## src/rtl/sqdet_pkg.sv

```systemverilog
// Shared definitions for the serial sequence-detector controller.
package sqdet_pkg;

    // Controller FSM states
    typedef enum logic [1:0] {
        IDLE  = 2'd0,
        FLUSH = 2'd1,
        WAIT  = 2'd2,
        SHIFT = 2'd3
    } state_t;

    // Default widths
    localparam int unsigned DEF_WIDTH = 8;
    localparam int unsigned DEF_CNT_W = 8;

endpackage

```

## src/rtl/sqdet_ctrl_if.sv

```systemverilog
// Word handshake between a bus-side producer and the detector controller.
interface sqdet_ctrl_if
    import sqdet_pkg::*;
#(
    parameter int unsigned WIDTH = DEF_WIDTH
) ();

    logic             in_valid;
    logic             in_ready;
    logic [WIDTH-1:0] in_data;

    modport master (
        output in_valid,
        output in_data,
        input  in_ready
    );

    modport slave (
        input  in_valid,
        input  in_data,
        output in_ready
    );

endinterface

```

## src/rtl/word_serializer.sv

```systemverilog
// Parallel-load shift register with a bit index down-counter; MSB first.
module word_serializer
    import sqdet_pkg::*;
#(
    parameter int unsigned WIDTH = DEF_WIDTH
) (
    input  logic             clk,
    input  logic             rst,
    input  logic             load,
    input  logic             shift,
    input  logic             clr,
    input  logic [WIDTH-1:0] din,
    output logic             bit_out,
    output logic             last
);

    localparam int unsigned IDX_W = (WIDTH > 1) ? $clog2(WIDTH) : 1;

    logic [WIDTH-1:0] shreg;
    logic [IDX_W-1:0] bit_idx;

    // Clear beats load beats shift; once the last bit is out the register
    // has shifted to all-zero, so the serial output idles low.
    always_ff @(posedge clk or negedge rst) begin
        if (!rst) begin
            shreg   <= '0;
            bit_idx <= '0;
        end else if (clr) begin
            shreg   <= '0;
            bit_idx <= '0;
        end else if (load) begin
            shreg   <= din;
            bit_idx <= IDX_W'(WIDTH - 1);
        end else if (shift) begin
            shreg <= {shreg[WIDTH-2:0], 1'b0};
            if (bit_idx != '0) begin
                bit_idx <= bit_idx - IDX_W'(1);
            end
        end
    end

    assign bit_out = shreg[WIDTH-1];
    assign last    = (bit_idx == '0);

endmodule

```

## src/rtl/sqdet_ctrl.sv

```systemverilog
// Streams words MSB-first into a serial sequence detector, owns its reset,
// and counts its hits into a saturating counter with a sticky threshold irq.
module sqdet_ctrl
    import sqdet_pkg::*;
#(
    parameter int unsigned WIDTH = DEF_WIDTH,
    parameter int unsigned CNT_W = DEF_CNT_W
) (
    input  logic             clk,
    input  logic             rst,
    input  logic             start,
    input  logic             stop,
    input  logic             clear,
    input  logic [CNT_W-1:0] thr,
    sqdet_ctrl_if.slave      bus,
    output logic             det_din,
    output logic             det_rst,
    input  logic             det_hit,
    output logic             busy,
    output logic [CNT_W-1:0] match_cnt,
    output logic             irq
);

    state_t           state;
    logic [CNT_W-1:0] thr_q;
    logic [CNT_W-1:0] cnt_inc;
    logic             in_ready;
    logic             hs;
    logic             last;
    logic             start_acc;
    logic             hit_inc;

    // Handshake and control decode from registered state
    always_comb begin
        in_ready  = (state == WAIT) || ((state == SHIFT) && last);
        hs        = bus.in_valid && in_ready;
        start_acc = (state == IDLE) && start && !stop;
        hit_inc   = (state == SHIFT) && det_hit;
        cnt_inc   = (match_cnt == '1) ? match_cnt : match_cnt + CNT_W'(1);
        busy      = (state != IDLE);
    end

    assign bus.in_ready = in_ready;

    word_serializer #(
        .WIDTH(WIDTH)
    ) u_ser (
        .clk    (clk),
        .rst    (rst),
        .load   (hs && !stop),
        .shift  (state == SHIFT),
        .clr    (stop),
        .din    (bus.in_data),
        .bit_out(det_din),
        .last   (last)
    );

    // Controller FSM; det_rst is released only while bits are streaming
    always_ff @(posedge clk or negedge rst) begin
        if (!rst) begin
            state   <= IDLE;
            det_rst <= 1'b0;
            thr_q   <= '0;
        end else begin
            case (state)
                IDLE: begin
                    det_rst <= 1'b0;
                    if (start_acc) begin
                        state <= FLUSH;
                        thr_q <= thr;
                    end
                end
                FLUSH: begin
                    det_rst <= 1'b0;
                    state   <= WAIT;
                end
                WAIT: begin
                    if (hs) begin
                        state   <= SHIFT;
                        det_rst <= 1'b1;
                    end else begin
                        det_rst <= 1'b0;
                    end
                end
                SHIFT: begin
                    if (last) begin
                        if (hs) begin
                            det_rst <= 1'b1;
                        end else begin
                            state   <= WAIT;
                            det_rst <= 1'b0;
                        end
                    end
                end
                default: begin
                    state   <= IDLE;
                    det_rst <= 1'b0;
                end
            endcase
            if (stop) begin
                state   <= IDLE;
                det_rst <= 1'b0;
            end
        end
    end

    // Saturating hit counter and sticky threshold interrupt
    always_ff @(posedge clk or negedge rst) begin
        if (!rst) begin
            match_cnt <= '0;
            irq       <= 1'b0;
        end else if (clear || start_acc) begin
            match_cnt <= '0;
            irq       <= 1'b0;
        end else if (hit_inc) begin
            match_cnt <= cnt_inc;
            if ((thr_q != '0) && (cnt_inc >= thr_q)) begin
                irq <= 1'b1;
            end
        end
    end

endmodule

```

## src/flat_wrapper.sv

```systemverilog
// flat-port wrapper written by rule: the top's interface ports become plain ports
module sqdet_ctrl_flat import sqdet_pkg::*;
#(
    parameter int unsigned WIDTH = DEF_WIDTH,
    parameter int unsigned CNT_W = DEF_CNT_W
)
  (clk, rst, start, stop, clear, thr, det_din, det_rst, det_hit, busy, match_cnt, irq, bus_in_valid, bus_in_data, bus_in_ready);
  sqdet_ctrl_if #(.WIDTH(WIDTH)) bus_i ();
  input  logic clk;
  input  logic rst;
  input  logic start;
  input  logic stop;
  input  logic clear;
  input  logic [CNT_W-1:0] thr;
  output logic det_din;
  output logic det_rst;
  input  logic det_hit;
  output logic busy;
  output logic [CNT_W-1:0] match_cnt;
  output logic irq;
  input wire logic [$bits(bus_i.in_valid)-1:0] bus_in_valid;
  input wire logic [$bits(bus_i.in_data)-1:0] bus_in_data;
  output wire logic [$bits(bus_i.in_ready)-1:0] bus_in_ready;
  assign bus_i.in_valid = bus_in_valid;
  assign bus_i.in_data = bus_in_data;
  assign bus_in_ready = bus_i.in_ready;
  sqdet_ctrl #(.WIDTH(WIDTH), .CNT_W(CNT_W)) u_core (.clk(clk), .rst(rst), .start(start), .stop(stop), .clear(clear), .thr(thr), .bus(bus_i), .det_din(det_din), .det_rst(det_rst), .det_hit(det_hit), .busy(busy), .match_cnt(match_cnt), .irq(irq));
endmodule
```

## config.mk

```make
export PLATFORM = sky130hd
export DESIGN_NAME = sqdet_ctrl_flat
export DESIGN_NICKNAME = d
export VERILOG_FILES = /design/src/rtl/sqdet_pkg.sv /design/src/rtl/sqdet_ctrl_if.sv /design/src/rtl/word_serializer.sv /design/src/rtl/sqdet_ctrl.sv /design/src/flat_wrapper.sv
export SDC_FILE = /design/constraint.sdc
export NUM_CORES = 1
export LEC_CHECK = 0
export ABC_CLOCK_PERIOD_IN_PS = 4000
export BUFFER_PORTS_ARGS = -buffer_cell sky130_fd_sc_hd__buf_2
export CORE_MARGIN = 4
export CORE_UTILIZATION = 59
export CTS_CLUSTER_SIZE = 24
export DETAILED_ROUTE_END_ITERATION = 10
export GPL_TIMING_DRIVEN = 0
export PLACE_DENSITY = 0.88
export SLEW_MARGIN = 10
export SYNTH_ARGS = -nofsm -noshare
export SYNTH_HDL_FRONTEND = slang
export SYNTH_SLANG_ARGS = --single-unit
```

## constraint.sdc

```tcl
create_clock -name clk -period 4 [get_ports clk]
set_input_delay 0.8 -clock clk [delete_from_list [all_inputs] [get_ports clk]]
set_output_delay 0.8 -clock clk [all_outputs]
set_load 0.01 [all_outputs]
```

==> results.md <==
Run status:
- The run finished with clean final reports.

Worst setup path:
- Tracing the worst setup path back leads to its startpoint at u_core.match_cnt[0].
- The launching element type of the critical path is a flip-flop.
- The capture point of the critical path is u_core.irq.
- The number of cell instances on the worst register-to-register path is 9.
- The largest single stage delay on the critical path is ~0.47 ns.
- Setup slack on the worst reg-to-reg path comes out at 1.33 ns.
- Along the worst path, the maximum fanout reaches 7.
- Data on the critical path arrives at its endpoint at ~2.9 ns.
- The critical path goes through ha_1, and3_1, clkbuf_1, nand2_1, mux2_2, ha_1, nor4_1, a221oi_1, o221a_2.
- The number of buffers and inverters on the critical path is 1.
- The cell family contributing the most delay on the critical path is simple AND/OR/NAND/NOR gates.
- The class of the most critical setup path is reg2reg.
- The worst register-to-register path ends at u_core.irq.
- STA classifies the critical path endpoint as a flip-flop.
- The cell count along the critical path is 9.
- The launch point of the worst reg-to-reg path is u_core.match_cnt[0].
- The highest-delay cell along the critical path is dfrtp_1.
- Counting stages on the worst path, the most repeated cell is ha_1.
- The data required time at the worst endpoint is about 4.2 ns.

Logic synthesis:
- The share of async-settable or async-resettable flops after synthesis is 100%.
- The number of enable-type register cells in the synthesized netlist is 0.
- The post-synthesis area per instance is 9.24 um^2.
- The flip-flop cell with the highest count after synthesis is dfrtp_1.
- When the netlist entered floorplanning its net count stood at 240.
- The unique cell type count in the Yosys netlist is between 40 and 50.
- Synthesis inferred 31 register bits.
- Synthesis produced a netlist whose cell count is between 200 and 250.
- The area of the mapped netlist is between 1500 and 2000 um^2.
- Of the synthesized area, sequential elements account for between 40% and 50%.
- During synthesis, Yosys emitted a total of 0 warnings.

Clock network:
- The clock slew at the register clock pins of the worst setup and hold paths is 0.09 ns.
- The maximum buffer depth of the clock tree is 2.
- The root buffer cell is clkbuf_4.
- In this run the post-CTS setup repair buffer count came out at 0.
- The number of cells upsized or downsized after cts is 0.
- The maximum level of the CTS H-tree is 2.
- The tree built by TritonCTS fans out to 31 sinks.
- The CTS buffer count is 5.
- In this run, post-CTS hold repair placed 0 buffers.
- TritonCTS built the clock tree.
- Clock latency on the worst-skew pair, taken at its later pin, is roughly 0.34 ns.

Layout:
- Summing all flip-flop and latch instances after layout gives 776 um^2.
- The fill cell total of the finished layout is 278.
- The final layout contains roughly 280 nets.
- Cells with a size suffix above 1 make up 26.2% of the layout.
- The layout overhead on the synthesized area is 14.5%.
- In the final layout, the multi-input gates occupy between 1000 and 1500 um^2.
- The number of antenna repair diodes is 0.
- Leaving out fill and tap cells, the most frequent cells in the layout are buf_2 (40), dfrtp_1 (31), nor2_1 (30).
- The most common library cell in the layout ignoring fill and taps is buf_2.

Pwr:
- The clock group share of total power is 25.6%.
- The largest voltage drop on the vdd net is 0.234 mV.
- Of the total power, the share spent switching nets is 30.6%.
- The leakage power is approximately 1.1 nW.
- Per report_power, the sequential group accounts for a little over half of the total.
- For this design the ratio of total power to cell area is 313 nW/um^2.
- The net switching component of the power is around 0.21 mW.
- Combinational logic is responsible for a little over a fifth of the overall power.
- The internal portion of the total power is about 0.47 mW.

Timing:
- The worst path in the final design needs a cycle of between 2 and 3 ns, including I/O delays and setup.
- In the post-route analysis, the smallest setup slack over all paths is ~1.3 ns.
- The clock tree skew after final layout is between 0.005 and 0.006 ns.
- The setup total negative slack is 0 ns.
- The count of endpoints failing setup in the final report is 0.
- Setup repair after global routing left no endpoint under its margin.
- In this run the tightest slew margin relative to its limit is a little over half.
- The worst slack on hold paths is between 0.4 and 0.5 ns.
- The maximum clock frequency is ~0.37 GHz.
- The final-report hold violation count is 0.
- Of the available clock period, the critical path in the final layout requires between 60% and 70%.
- The slew at the pin closest to its max-slew limit is 0.681 ns.
- The max-slew violation count came to 0.

Global route:
- The total overflow left after global routing is 0.
- The first global-routing pass estimated around 6.8 mm of wire.
- The initial antenna violation count is 0.
- The total global routing track utilization is a little over a fifth.
- Entering global routing, the biggest net connects 32 pins.
- The number of global-route vias before repair is around 1600.

Routing:
- In the final routed layout, each cell accounts on average for 13.7 um.
- The mean number of vias per cell is roughly 5.5.
- The sum of routed wire length over all layers is between 4 and 5 mm.
- The total DRC errors in the routed layout is 0.
- The detailed router finished its first iteration with 77 violations.
- The routed layout has approximately 1600 vias.
- The number of detailed-route iterations in the first pass is 4.
- The detail route stage leaves a number of antenna-violating nets equal to 0.

Placement:
- Routability-driven placement finished with a final weighted congestion of 0.820.
- The count of buffers added on input and output ports is 34.
- The post-DP HPWL is 2.96 mm.
- The worst setup slack after placement is between 1 and 1.5 ns.

Floorplan:
- From bottom edge to top edge, the die measures approximately 65 um.
- The floorplan has 20 rows.
- During I/O placement, the number of pins put on the boundary was 36.
- The placeable core region is just over 3000 um^2.
- The floorplan die area is around 4200 um^2.
- In this run the horizontal extent of the chip is roughly 65 um.
- For this configuration, the core starts out at a cell density of between 60% and 70%.

Run:
- The tool flagged a number of max-cap violations equal to 0.

Min path:
- The tightest min-delay check is of the in2async type.
synth_stat cells (2+ instances only):
cell type / number / area [um^2]
a2111oi_2: 5 / 75.1
o21a_1: 4 / 30.0
a21boi_0: 2 / 15.0
buf_2: 6 / 30.0
dfrtp_1: 31 / 776
clkbuf_1: 2 / 7.51
nand2b_1: 4 / 25.0
a21o_1: 3 / 22.5
nor2b_1: 4 / 25.0
xnor2_1: 3 / 26.3
mux2_2: 2 / 22.5
nor2_1: 30 / 113
nand2_1: 18 / 67.6
o21ai_2: 2 / 17.5
ha_1: 11 / 138
and3_1: 2 / 12.5
nand3_2: 2 / 20.0
a21oi_1: 13 / 65.1
a2111oi_0: 2 / 17.5
nand4_1: 2 / 12.5
a211oi_1: 2 / 15.0
nand3_1: 2 / 10.0
inv_1: 15 / 56.3
o21ai_0: 12 / 60.1
nor4_1: 3 / 18.8
how the worst min path moves through the flow:
stage | slack (ns) | endpoint | startpoint
floorplan | 0.47 | u_core.thr_q[0] | u_core.thr_q[0]
global placement | 0.50 | u_core.thr_q[0] | u_core.thr_q[0]
detailed placement | 0.53 | u_core.thr_q[0] | u_core.thr_q[0]
CTS | 0.51 | u_core.match_cnt[7] | rst
global route | 0.53 | u_core.state[0] | rst
finish | 0.49 | u_core.match_cnt[7] | rst
power groups by stage:
stage               clock [mW]  sequential [mW]  combinational (mW)
global placement             0            0.368               0.137
CTS                      0.180            0.364               0.145
floorplan                    0            0.365              0.0985
finish                   0.174            0.365               0.143
global route             0.198            0.368               0.163
detailed placement           0            0.370               0.144
cell type report:
cell class                      instances  share of cell area (%)
Clock buffer                            7                    2.07
Sequential cell                        31                    35.6
Buffer                                 11                    2.76
Timing Repair Buffer                   34                    7.81
Tap cell                               44                    2.53
Inverter                               15                    2.58
Multi-Input combinational cell        149                    46.4
Clock inverter                          1                   0.230
state kept, by name, summed over array words and instances, names as in the netlist:
signal                flops
u_core.match_cnt          8
u_core.thr_q              8
u_core.u_ser.shreg        8
u_core.u_ser.bit_idx      3
u_core.state              2
u_core.det_rst            1
u_core.irq                1
per-stage QoR:
stage	power [mW]	instances	instance area (um^2)	util, %
after floorplan	0.463	206	1900	-
final	0.683	292	2180	70.8
after detailed placement	0.513	284	2130	69.1
after CTS	0.689	292	2180	70.8
after global routing	0.729	292	2180	70.8
after global placement	0.505	284	2130	69.1
cells by family after synthesis:
logic type               synth area share, %
AO/OA/AOI/OAI                           22.4
multiplexers                            1.18
XOR/XNOR                                1.84
buffers and inverters                   6.11
flip-flops                              40.8
AND/OR/NAND/NOR                         20.4
adder cells (fa/ha/maj)                 7.23
routing by layer:
layer | track usage (%) | share of wire, % | up-vias
met1 | 23.9 | 43 | 751
met4 | 9.50 | 1.9 | 0
li1 | - | - | 816
met2 | 36.7 | 50 | 31
met3 | 6.07 | 4.6 | 9
met5 | 0 | 0 | -
No activity file was read; power rests on OpenSTA's default activity.
